===== src/rtl/cpu_controller_if.sv =====
// cpu_controller_if: bundles the control unit's bus toward instruction
// memory, register file, ALU and data memory.
// Ports: start/instruction flow into the controller; PC, IR and every
// strobe/select flow out. master = controller, slave = surrounding datapath.
interface cpu_controller_if #(
   parameter int ADDR_W = 10
);
   logic              start;
   logic [31:0]       instruction;
   logic              im_read;
   logic [ADDR_W-1:0] im_addr;
   logic [31:0]       ir_out;
   logic              rf_enable;
   logic              rf_read;
   logic              rf_write;
   logic              alu_enable;
   logic              imm_sel;
   logic              wb_sel;
   logic              dm_read;
   logic              dm_write;
   logic              busy;
   logic              illegal;

   modport master (
      input  start, instruction,
      output im_read, im_addr, ir_out,
      output rf_enable, rf_read, rf_write,
      output alu_enable, imm_sel, wb_sel,
      output dm_read, dm_write, busy, illegal
   );

   modport slave (
      output start, instruction,
      input  im_read, im_addr, ir_out,
      input  rf_enable, rf_read, rf_write,
      input  alu_enable, imm_sel, wb_sel,
      input  dm_read, dm_write, busy, illegal
   );
endinterface


===== src/rtl/cpu_controller.sv =====
// cpu_controller: multi-cycle control FSM (fetch, decode, exec, mem, wb)
// holding PC and IR; all outputs are Moore-decoded from state and IR class.
// Ports: clk, rst (async, active high), bus (cpu_controller_if.master):
// start/instruction in; im_read, im_addr, ir_out, rf_*, alu_enable,
// imm_sel, wb_sel, dm_*, busy, illegal out.
module cpu_controller #(
   parameter int ADDR_W = 10
) (
   input  logic             clk,
   input  logic             rst,
   cpu_controller_if.master bus
);

   typedef enum logic [2:0] {
      S_IDLE    = 3'd0,
      S_FETCH   = 3'd1,
      S_LOAD_IR = 3'd2,
      S_DECODE  = 3'd3,
      S_EXEC    = 3'd4,
      S_MEM     = 3'd5,
      S_WB      = 3'd6
   } state_e;

   typedef enum logic [2:0] {
      C_ALUR,
      C_ALUI,
      C_LWI,
      C_SWI,
      C_J,
      C_ILL
   } cls_e;

   state_e            state_q, state_d;
   logic [ADDR_W-1:0] pc_q, pc_d;
   logic [31:0]       ir_q, ir_d;
   logic              ill_q, ill_d;
   cls_e              cls;

   // Jump offset: sign-extended 24-bit half-word offset, cut to PC width
   logic [ADDR_W+24:0] j_ext;
   logic [ADDR_W-1:0]  j_off;

   assign j_ext = {{ADDR_W{ir_q[23]}}, ir_q[23:0], 1'b0};
   assign j_off = j_ext[ADDR_W-1:0];

   // Instruction class; bit 31 set makes any opcode illegal
   always_comb begin
      cls = C_ILL;
      if (!ir_q[31]) begin
         case (ir_q[30:25])
            6'b100000: cls = C_ALUR;
            6'b101000,
            6'b101100,
            6'b101011,
            6'b100010: cls = C_ALUI;
            6'b000010: cls = C_LWI;
            6'b001010: cls = C_SWI;
            6'b100100: cls = C_J;
            default:   cls = C_ILL;
         endcase
      end
   end

   always_ff @(posedge clk or posedge rst) begin
      if (rst) begin
         state_q <= S_IDLE;
         pc_q    <= '0;
         ir_q    <= '0;
         ill_q   <= 1'b0;
      end else begin
         state_q <= state_d;
         pc_q    <= pc_d;
         ir_q    <= ir_d;
         ill_q   <= ill_d;
      end
   end

   always_comb begin
      state_d = state_q;
      pc_d    = pc_q;
      ir_d    = ir_q;
      ill_d   = ill_q;
      unique case (state_q)
         S_IDLE: begin
            if (bus.start) state_d = S_FETCH;
         end
         S_FETCH: begin
            state_d = S_LOAD_IR;
         end
         S_LOAD_IR: begin
            ir_d    = bus.instruction;
            state_d = S_DECODE;
         end
         S_DECODE: begin
            if (cls == C_ILL) begin
               ill_d   = 1'b1;
               state_d = S_FETCH;
            end else begin
               state_d = S_EXEC;
            end
         end
         S_EXEC: begin
            if (cls == C_J)
               state_d = S_FETCH;
            else if (cls == C_LWI || cls == C_SWI)
               state_d = S_MEM;
            else
               state_d = S_WB;
         end
         S_MEM: begin
            state_d = (cls == C_LWI) ? S_WB : S_FETCH;
         end
         S_WB: begin
            state_d = S_FETCH;
         end
         default: begin
            state_d = S_IDLE;
         end
      endcase

      // Any entry into FETCH other than from IDLE retires an instruction
      if (state_q != S_IDLE && state_d == S_FETCH) begin
         if (cls == C_J)
            pc_d = pc_q + j_off;
         else
            pc_d = pc_q + ADDR_W'(4);
      end
   end

   logic im_read, rf_enable, rf_read, rf_write;
   logic alu_enable, imm_sel, wb_sel;
   logic dm_read, dm_write;

   always_comb begin
      im_read    = 1'b0;
      rf_enable  = 1'b0;
      rf_read    = 1'b0;
      rf_write   = 1'b0;
      alu_enable = 1'b0;
      imm_sel    = 1'b0;
      wb_sel     = 1'b0;
      dm_read    = 1'b0;
      dm_write   = 1'b0;
      unique case (state_q)
         S_FETCH,
         S_LOAD_IR: begin
            im_read = 1'b1;
         end
         S_DECODE: begin
            rf_enable = 1'b1;
            rf_read   = 1'b1;
         end
         S_EXEC: begin
            alu_enable = (cls != C_J) && (cls != C_ILL);
            imm_sel    = (cls == C_ALUI) || (cls == C_LWI)
                         || (cls == C_SWI);
         end
         S_MEM: begin
            dm_read  = (cls == C_LWI);
            dm_write = (cls == C_SWI);
         end
         S_WB: begin
            rf_enable = 1'b1;
            rf_write  = 1'b1;
            wb_sel    = (cls == C_LWI);
         end
         default: begin
            im_read = 1'b0;
         end
      endcase
   end

   assign bus.im_read    = im_read;
   assign bus.im_addr    = pc_q;
   assign bus.ir_out     = ir_q;
   assign bus.rf_enable  = rf_enable;
   assign bus.rf_read    = rf_read;
   assign bus.rf_write   = rf_write;
   assign bus.alu_enable = alu_enable;
   assign bus.imm_sel    = imm_sel;
   assign bus.wb_sel     = wb_sel;
   assign bus.dm_read    = dm_read;
   assign bus.dm_write   = dm_write;
   assign bus.busy       = (state_q != S_IDLE);
   assign bus.illegal    = ill_q;

endmodule


===== src/flat_wrapper.sv =====
// flat-port wrapper written by rule: the top's interface ports become plain ports
module cpu_controller_flat 
#(
   parameter int ADDR_W = 10
)
  (clk, rst, bus_start, bus_instruction, bus_im_read, bus_im_addr, bus_ir_out, bus_rf_enable, bus_rf_read, bus_rf_write, bus_alu_enable, bus_imm_sel, bus_wb_sel, bus_dm_read, bus_dm_write, bus_busy, bus_illegal);
  cpu_controller_if #(.ADDR_W(ADDR_W)) bus_i ();
  input  logic clk;
  input  logic rst;
  input wire logic [$bits(bus_i.start)-1:0] bus_start;
  input wire logic [$bits(bus_i.instruction)-1:0] bus_instruction;
  output wire logic [$bits(bus_i.im_read)-1:0] bus_im_read;
  output wire logic [$bits(bus_i.im_addr)-1:0] bus_im_addr;
  output wire logic [$bits(bus_i.ir_out)-1:0] bus_ir_out;
  output wire logic [$bits(bus_i.rf_enable)-1:0] bus_rf_enable;
  output wire logic [$bits(bus_i.rf_read)-1:0] bus_rf_read;
  output wire logic [$bits(bus_i.rf_write)-1:0] bus_rf_write;
  output wire logic [$bits(bus_i.alu_enable)-1:0] bus_alu_enable;
  output wire logic [$bits(bus_i.imm_sel)-1:0] bus_imm_sel;
  output wire logic [$bits(bus_i.wb_sel)-1:0] bus_wb_sel;
  output wire logic [$bits(bus_i.dm_read)-1:0] bus_dm_read;
  output wire logic [$bits(bus_i.dm_write)-1:0] bus_dm_write;
  output wire logic [$bits(bus_i.busy)-1:0] bus_busy;
  output wire logic [$bits(bus_i.illegal)-1:0] bus_illegal;
  assign bus_i.start = bus_start;
  assign bus_i.instruction = bus_instruction;
  assign bus_im_read = bus_i.im_read;
  assign bus_im_addr = bus_i.im_addr;
  assign bus_ir_out = bus_i.ir_out;
  assign bus_rf_enable = bus_i.rf_enable;
  assign bus_rf_read = bus_i.rf_read;
  assign bus_rf_write = bus_i.rf_write;
  assign bus_alu_enable = bus_i.alu_enable;
  assign bus_imm_sel = bus_i.imm_sel;
  assign bus_wb_sel = bus_i.wb_sel;
  assign bus_dm_read = bus_i.dm_read;
  assign bus_dm_write = bus_i.dm_write;
  assign bus_busy = bus_i.busy;
  assign bus_illegal = bus_i.illegal;
  cpu_controller #(.ADDR_W(ADDR_W)) u_core (.clk(clk), .rst(rst), .bus(bus_i));
endmodule

===== config.mk =====
export PLATFORM = sky130hd
export DESIGN_NAME = cpu_controller_flat
export DESIGN_NICKNAME = d
export VERILOG_FILES = /design/src/rtl/cpu_controller_if.sv /design/src/rtl/cpu_controller.sv /design/src/flat_wrapper.sv
export SDC_FILE = /design/constraint.sdc
export NUM_CORES = 1
export LEC_CHECK = 0
export ABC_AREA = 1
export ABC_CLOCK_PERIOD_IN_PS = 2350
export CAP_MARGIN = 20
export CORE_ASPECT_RATIO = 1.1
export CORE_MARGIN = 2
export CORE_UTILIZATION = 60
export CTS_CLUSTER_SIZE = 20
export DETAILED_ROUTE_END_ITERATION = 16
export DONT_BUFFER_PORTS = 1
export GPL_TIMING_DRIVEN = 0
export PLACE_DENSITY = 0.87
export SLEW_MARGIN = 40
export SYNTH_ARGS = -nofsm -noshare
export SYNTH_HDL_FRONTEND = slang
export SYNTH_SLANG_ARGS = --single-unit

===== constraint.sdc =====
create_clock -name clk -period 2.35 [get_ports clk]
set_input_delay 0.705 -clock clk [delete_from_list [all_inputs] [get_ports clk]]
set_output_delay 0.705 -clock clk [all_outputs]
set_load 0.03 [all_outputs]

==> reports/qor.yml <==
critical_path_required_ns: 1.64
via_per_inst: 5.58
final_cell_mix: "nand2_1 (46), dfrtp_1 (37), mux2_2 (26)"
top_layer: "met4"
critPathBufInv: 4
first_global_vias: 1984
ir_drop_mv: 0.907
dr.pass1.iters: 4
yosysUniqueCellTypes: 38
dp_slack_ns: -0.0781
placementRows: 25
max_stage_delay_ns: 0.51
area_growth_pct: 12.0
wl_met2_microns: 2890
cts_buffers: 5
io_pins: 88
avgRoutedWirePerCell_microns: 15.8
crit_path_end_kind: "output pin"
wirelength_microns: 5520
hold_class: "input port to asynchronous set/reset pin"
initial_utilization: 0.618
yosys_warnings: 0
setup_ws_ns: -0.0910
dieWidth_microns: 67.4
placed_cell_area_sq_um: 2730
fin_nets: 340
drtIter0Drc: 117
slew_viol_final: 0
ant_nets: 0
htreeDepth: 2
drcViolationCount: 0
dr_total_vias: 1952
cp_cell_sequence: "inv_2 > nor2_4 > nand3_2 > buf_4 > inv_1 > nand4_1 > inv_2 > nor3_4"
finalCritPeriodShare: 1.04
cts_tree: "yes"
failed_checks: "negative setup slack"
clockBufferDepth: 2
fin_cells: 350
placed_cells: 337
period_minus_slack_ns: 2.44
slowest_stage: "dfrtp_2"
grt_pass1_wl_microns: 8760
power_density_nw_per_um2: 1720
hpwl_microns: 4110
wl_met1_microns: 2100
setup_violations: 3
rsz0062_at_grt: "true"
final_common_cell: "nand2_1"
finalHoldViolations: 0
fin_tns_setup_ns: -0.261
clkTransAtPathRegs_ns: 0.09
grt_max_degree: 46
netlist_area_sq_um: 2650
avgSynthCellArea_sq_um: 9.36
io_buffers: 0
critPathMostFrequentCell: "inv_2"
worst-setup-path-type: "register to output pin"
clk_latency_ns: 0.30
cp_data_arrival_time_ns: 1.74
grt.total_usage: 0.235
ys_ff_latch: 45
status: "finished with violations"
max_slew_margin: 0.602
grt.overflow.total: 0
antenna_found_initial: 0
antenna_cells: 0
drive_above_1_share: 0.345
cp_top_family: "simple AND/OR/NAND/NOR gates"
worstMarginPinSlew_ns: 0.594
dieArea_sq_um: 4960
cts_root_buf: "clkbuf_8"
path_max_fanout: 3
syn_nets: 328
startpoint_type: "register"
yosysSeqAreaShare: 0.425
drv_cap: 0
cts.sink_count: 45
core-area_sq_um: 4290
place.gp.congestion: 0.875
finClkSkew_ns: 0.00624
clock.fmax_mhz: 410
syn_inst: 283
met3_length_microns: 422
die_h_microns: 73.7
power_leakage_uw: 0.00138
design_area_sq_um: 2970
path summary, 6_finish.rpt:
path                                       start                    end  slack (ns)  cells past startpoint
max                        u_core.bus.ir_out[30]            bus_imm_sel       -0.09                      8
min                                          rst  u_core.bus.ir_out[24]        0.32                      1
max reg2reg                u_core.bus.im_addr[4]  u_core.bus.im_addr[9]        0.14                     10
min reg2reg                u_core.bus.im_addr[1]  u_core.bus.im_addr[1]        0.64                      2
max in group asynchronous                    rst   u_core.bus.ir_out[0]        1.64                      1
min in group clk              bus_instruction[3]   u_core.bus.ir_out[3]        0.54                      1
through the flow:
| stage | power (uW) | hold WS, ns | util |
|---|---|---|---|
| floorplan | 3950 | 0.641 | - |
| global placement | 4270 | 0.661 | 0.635 |
| detailed placement | 4360 | 0.669 | 0.637 |
| CTS | 5090 | 0.334 | 0.687 |
| global route | 5460 | 0.360 | 0.692 |
| finish | 5100 | 0.316 | 0.692 |
state kept, by name (all words and copies together) (netlist names):
signal,flops
u_core.bus.im_addr,9
u_core.bus.ir_out,32
u_core.state_q,3
u_core.bus.illegal,1
kinds of logic after synthesis:
| logic type | share of synthesized area |
|---|---|
| multiplexers | 0.114 |
| buffers and inverters | 0.0638 |
| XOR/XNOR | 0.0331 |
| AO/OA/AOI/OAI | 0.0633 |
| flip-flops | 0.425 |
| other | 0.00142 |
| AND/OR/NAND/NOR | 0.249 |
| adder cells (fa/ha/maj) | 0.0501 |
synthesized netlist by cell type, drive strengths merged:
| master | n | area share |
|---|---|---|
| buf | 5 | 0.013 |
| dfrtp | 45 | 0.43 |
| conb | 1 | 0.0014 |
| nand2 | 59 | 0.11 |
| fa | 1 | 0.0076 |
| nor2 | 24 | 0.049 |
| mux2 | 26 | 0.11 |
| nor3 | 4 | 0.0076 |
| a21oi | 13 | 0.025 |
| o21ai | 11 | 0.024 |
| o221ai | 2 | 0.0066 |
| o211ai | 1 | 0.0028 |
| o21a | 1 | 0.0028 |
| nor3b | 1 | 0.0028 |
| mux2i | 1 | 0.0038 |
| nand3 | 25 | 0.057 |
| nand3b | 1 | 0.0028 |
| inv | 34 | 0.048 |
| nand4 | 5 | 0.017 |
| ha | 9 | 0.043 |
| a211oi | 1 | 0.0028 |
| clkbuf | 2 | 0.0028 |
| xnor2 | 3 | 0.0099 |
| xor2 | 7 | 0.023 |
| or2 | 1 | 0.0024 |
layout make-up:
type / count / area [sq um]
clock buffer: 5 / 68.8
fill: 333 / 1320
inverter: 34 / 133
multi-input combinational: 197 / 1440
tap: 54 / 67.6
clock inverter: 3 / 47.5
timing repair buffer: 5 / 37.5
sequential: 45 / 1140
buffer: 7 / 41.3
metal layers:
metal  GRT usage  up-vias
li1            -      952
met1       0.256      909
met2       0.429       80
met3      0.0720       11
met4      0.0748        0
met5           0        -
repair_timing:
action / in CTS / in global routing
hold buffers: 0 / 0
buffers inserted: 5 / 0
pin swaps: 8 / 1
resized for setup: 23 / 6
endpoints found under the setup margin: 6 / 7
where the power goes:
group | internal (uW) | switching [uW]
Sequential | 1150 | 1100
Combinational | 945 | 1310
Clock | 324 | 282
Total | 2420 | 2690
Note: power is estimated with default switching activity, not from simulation.
==> RTL change (same flow settings) <==
`ADDR_W` is set to 10 in 3 places; all go to 12.
--- a/src/rtl/cpu_controller_if.sv
+++ b/src/rtl/cpu_controller_if.sv
@@ -3,7 +3,7 @@
 // Ports: start/instruction flow into the controller; PC, IR and every
 // strobe/select flow out. master = controller, slave = surrounding datapath.
 interface cpu_controller_if #(
-   parameter int ADDR_W = 10
+   parameter int ADDR_W = 12
 );
    logic              start;
    logic [31:0]       instruction;
--- a/src/rtl/cpu_controller.sv
+++ b/src/rtl/cpu_controller.sv
@@ -4,7 +4,7 @@
 // start/instruction in; im_read, im_addr, ir_out, rf_*, alu_enable,
 // imm_sel, wb_sel, dm_*, busy, illegal out.
 module cpu_controller #(
-   parameter int ADDR_W = 10
+   parameter int ADDR_W = 12
 ) (
    input  logic             clk,
    input  logic             rst,
--- a/src/flat_wrapper.sv
+++ b/src/flat_wrapper.sv
@@ -1,7 +1,7 @@
 // flat-port wrapper written by rule: the top's interface ports become plain ports
 module cpu_controller_flat 
 #(
-   parameter int ADDR_W = 10
+   parameter int ADDR_W = 12
 )
   (clk, rst, bus_start, bus_instruction, bus_im_read, bus_im_addr, bus_ir_out, bus_rf_enable, bus_rf_read, bus_rf_write, bus_alu_enable, bus_imm_sel, bus_wb_sel, bus_dm_read, bus_dm_write, bus_busy, bus_illegal);
   cpu_controller_if #(.ADDR_W(ADDR_W)) bus_i ();
Interface: changed (resized bus_im_addr); port bits go from 88 to 90. No check against the original RTL was run, so the function may have changed too.
==> RTL change against the unedited design <==
- the run still ends with setup timing left
- power is 14% higher
- worst setup slack worse by 0.31 ns
- fmax is 11% lower
- synthesized cell count is 18% higher
- sequential cell count is 2 higher
- synthesized area is 7.0% higher
- cell area is 16% higher
- routed wire length is 39% higher
- clock power is 1% higher
- critical endpoint unchanged
- largest power group is now combinational cells
==> RTL change: results (changes against the unedited design) <==
[clock_tree]
clk_latency_ns=0.31
clock_path_buffers=2  ; unchanged
cts-root-buf=clkbuf_8  ; unchanged
post_cts_buffers=20  ; was 5
cts_resized=30  ; was 23
clock_sinks=47  ; was 45

[grt]
grt_max_degree=28  ; was 46
grt_pass1_wl_um=11500  ; was 8760 µm
grt_use_met2=0.468  ; was 0.429
gr-usage-met3=0.0608  ; was 0.0720
grt_pass1_vias=2416  ; was 1,984
track_usage=0.272  ; was 0.235
grtUsageMet1=0.338  ; was 0.256

[drt]
firstDrtPassIters=4  ; unchanged
num_vias=2516  ; was 1,952
dr.first_iter.drc_count=129  ; was 117
routed_wirelength_um=7660  ; was 5520 µm

[layout]
final_nets=418  ; was 340
fin_cells=428  ; was 350
nMultiInputCombCells=238  ; was 197
multi_input_area_share=0.465  ; was 0.484
seq_area_um2=1190  ; was 1140 µm²
fillers=313  ; was 333
buffer_area_frac=0.0903  ; was 0.0266
nNonClkBuffers=40  ; was 12
final-clk-cell-share=0.0337  ; was 0.0392
nNonClkInverters=39  ; was 34
drive_above_1_share=0.333  ; was 0.345

[power]
cellLeakagePower_nw=1.64  ; was 1.38 nW
ir_worst_vdd_mv=0.995  ; was 0.907 mV

[yosys]
ys_types=35  ; was 38
synthTopCellsByCount=66 x nand2_1, 47 x dfrtp_1, 32 x inv_1  ; was 46 x nand2_1, 45 x dfrtp_1, 26 x inv_1, 26 x mux2_2, 20 x nand3_1
synth_area_leaders=dfrtp_1 41%, mux2_2 9.5%, nand2_1 8.7%, ha_1 4.9%, nand3_1 4.6%  ; was dfrtp_1 43%, mux2_2 11%, nand2_1 6.5%, ha_1 4.3%, nand3_1 3.8%
synthArstFlopShare=1.00  ; unchanged
synth_cells=333  ; was 283
synth_fp_nets=380  ; was 328
synth-seq-area-share=0.415  ; was 0.425

[worst_setup_path]
max_stage_delay_ns=0.57  ; was 0.51 ns
slowest_stage=dfrtp_2  ; unchanged
reg2reg_setup_slack_ns=-0.30  ; was 0.14 ns
worstPathArrival_ns=2.05  ; was 1.74 ns
critical-path-top-delay-family=flip-flops  ; was simple AND/OR/NAND/NOR gates
cp_max_fo=5  ; was 3

[outcome]
violations=setup timing  ; unchanged
status=complete, but fails checks  ; unchanged

[place]
place_inst=390  ; was 337
place.gp.congestion=0.912  ; was 0.875
port_buffers=0  ; unchanged
place_hpwl_um=4790  ; was 4110 µm

[sta]
timing.final.setup_violations=18  ; was 3
fin_skew_ns=0.0121  ; was 0.00624 ns
fin_tns_setup_ns=-1.99  ; was -0.261 ns
timing.slew.headroom=0.506  ; was 0.602
worst_slack_ns=-0.405  ; was -0.0910 ns

-- RTL change: changes by cell type after synthesis, sizes merged, moves of 4 or more --
| cell | before | now |
|---|---|---|
| nor2 | 24 | 33 |
| inv | 34 | 39 |
| o21ai | 11 | 18 |
| xor2 | 7 | 13 |
| nand2 | 59 | 72 |
| a21oi | 13 | 17 |
-- RTL change: metrics by stage --
stage	cell area [µm²]	setup WS (ns)	hold slack [ns]	utilization	total power [mW]
finish	3450	-0.405	0.205	0.752	5.80
global route	3450	-0.458	0.210	0.752	6.17
CTS	3300	-0.245	0.208	0.718	5.49
detailed placement	2940	-0.165	0.546	0.641	4.53
global placement	2920	-0.134	0.608	0.636	4.43
floorplan	2850	-0.0264	0.569	-	4.03
-- RTL change: per-layer routing --
metal	wire length, µm	vias to the layer above
met5	0	-
met4	342	0
met3	579	29
met2	3910	135
met1	2820	1195
li1	-	1157
-- RTL change: cell families after synthesis --
| group | synth area share |
|---|---|
| compound gates | 0.0781 |
| xor+xnor | 0.0525 |
| fa+ha+maj | 0.0556 |
| buf+inv | 0.0684 |
| flops | 0.415 |
| mux | 0.0953 |
| other cells | 0.00132 |
| simple gates | 0.234 |
-- RTL change: power by group --
group	total (mW)	switching, mW	internal (mW)
clock network	0.614	0.291	0.323
registers	2.34	1.15	1.19
logic	2.84	1.61	1.23
total	5.80	3.06	2.74
-- RTL change: path summary, 6_finish.rpt --
path / start / end / cells past startpoint
min: rst / u_core.bus.ir_out[26] / 1
max reg2reg: u_core.bus.ir_out[25] / u_core.bus.ir_out[25] / 17
min in group clk: bus_instruction[27] / u_core.bus.ir_out[27] / 2
min reg2reg: u_core.bus.im_addr[2] / u_core.bus.im_addr[2] / 2
max in group asynchronous: rst / u_core.bus.im_addr[6] / 2
max: u_core.bus.ir_out[25] / bus_imm_sel / 9
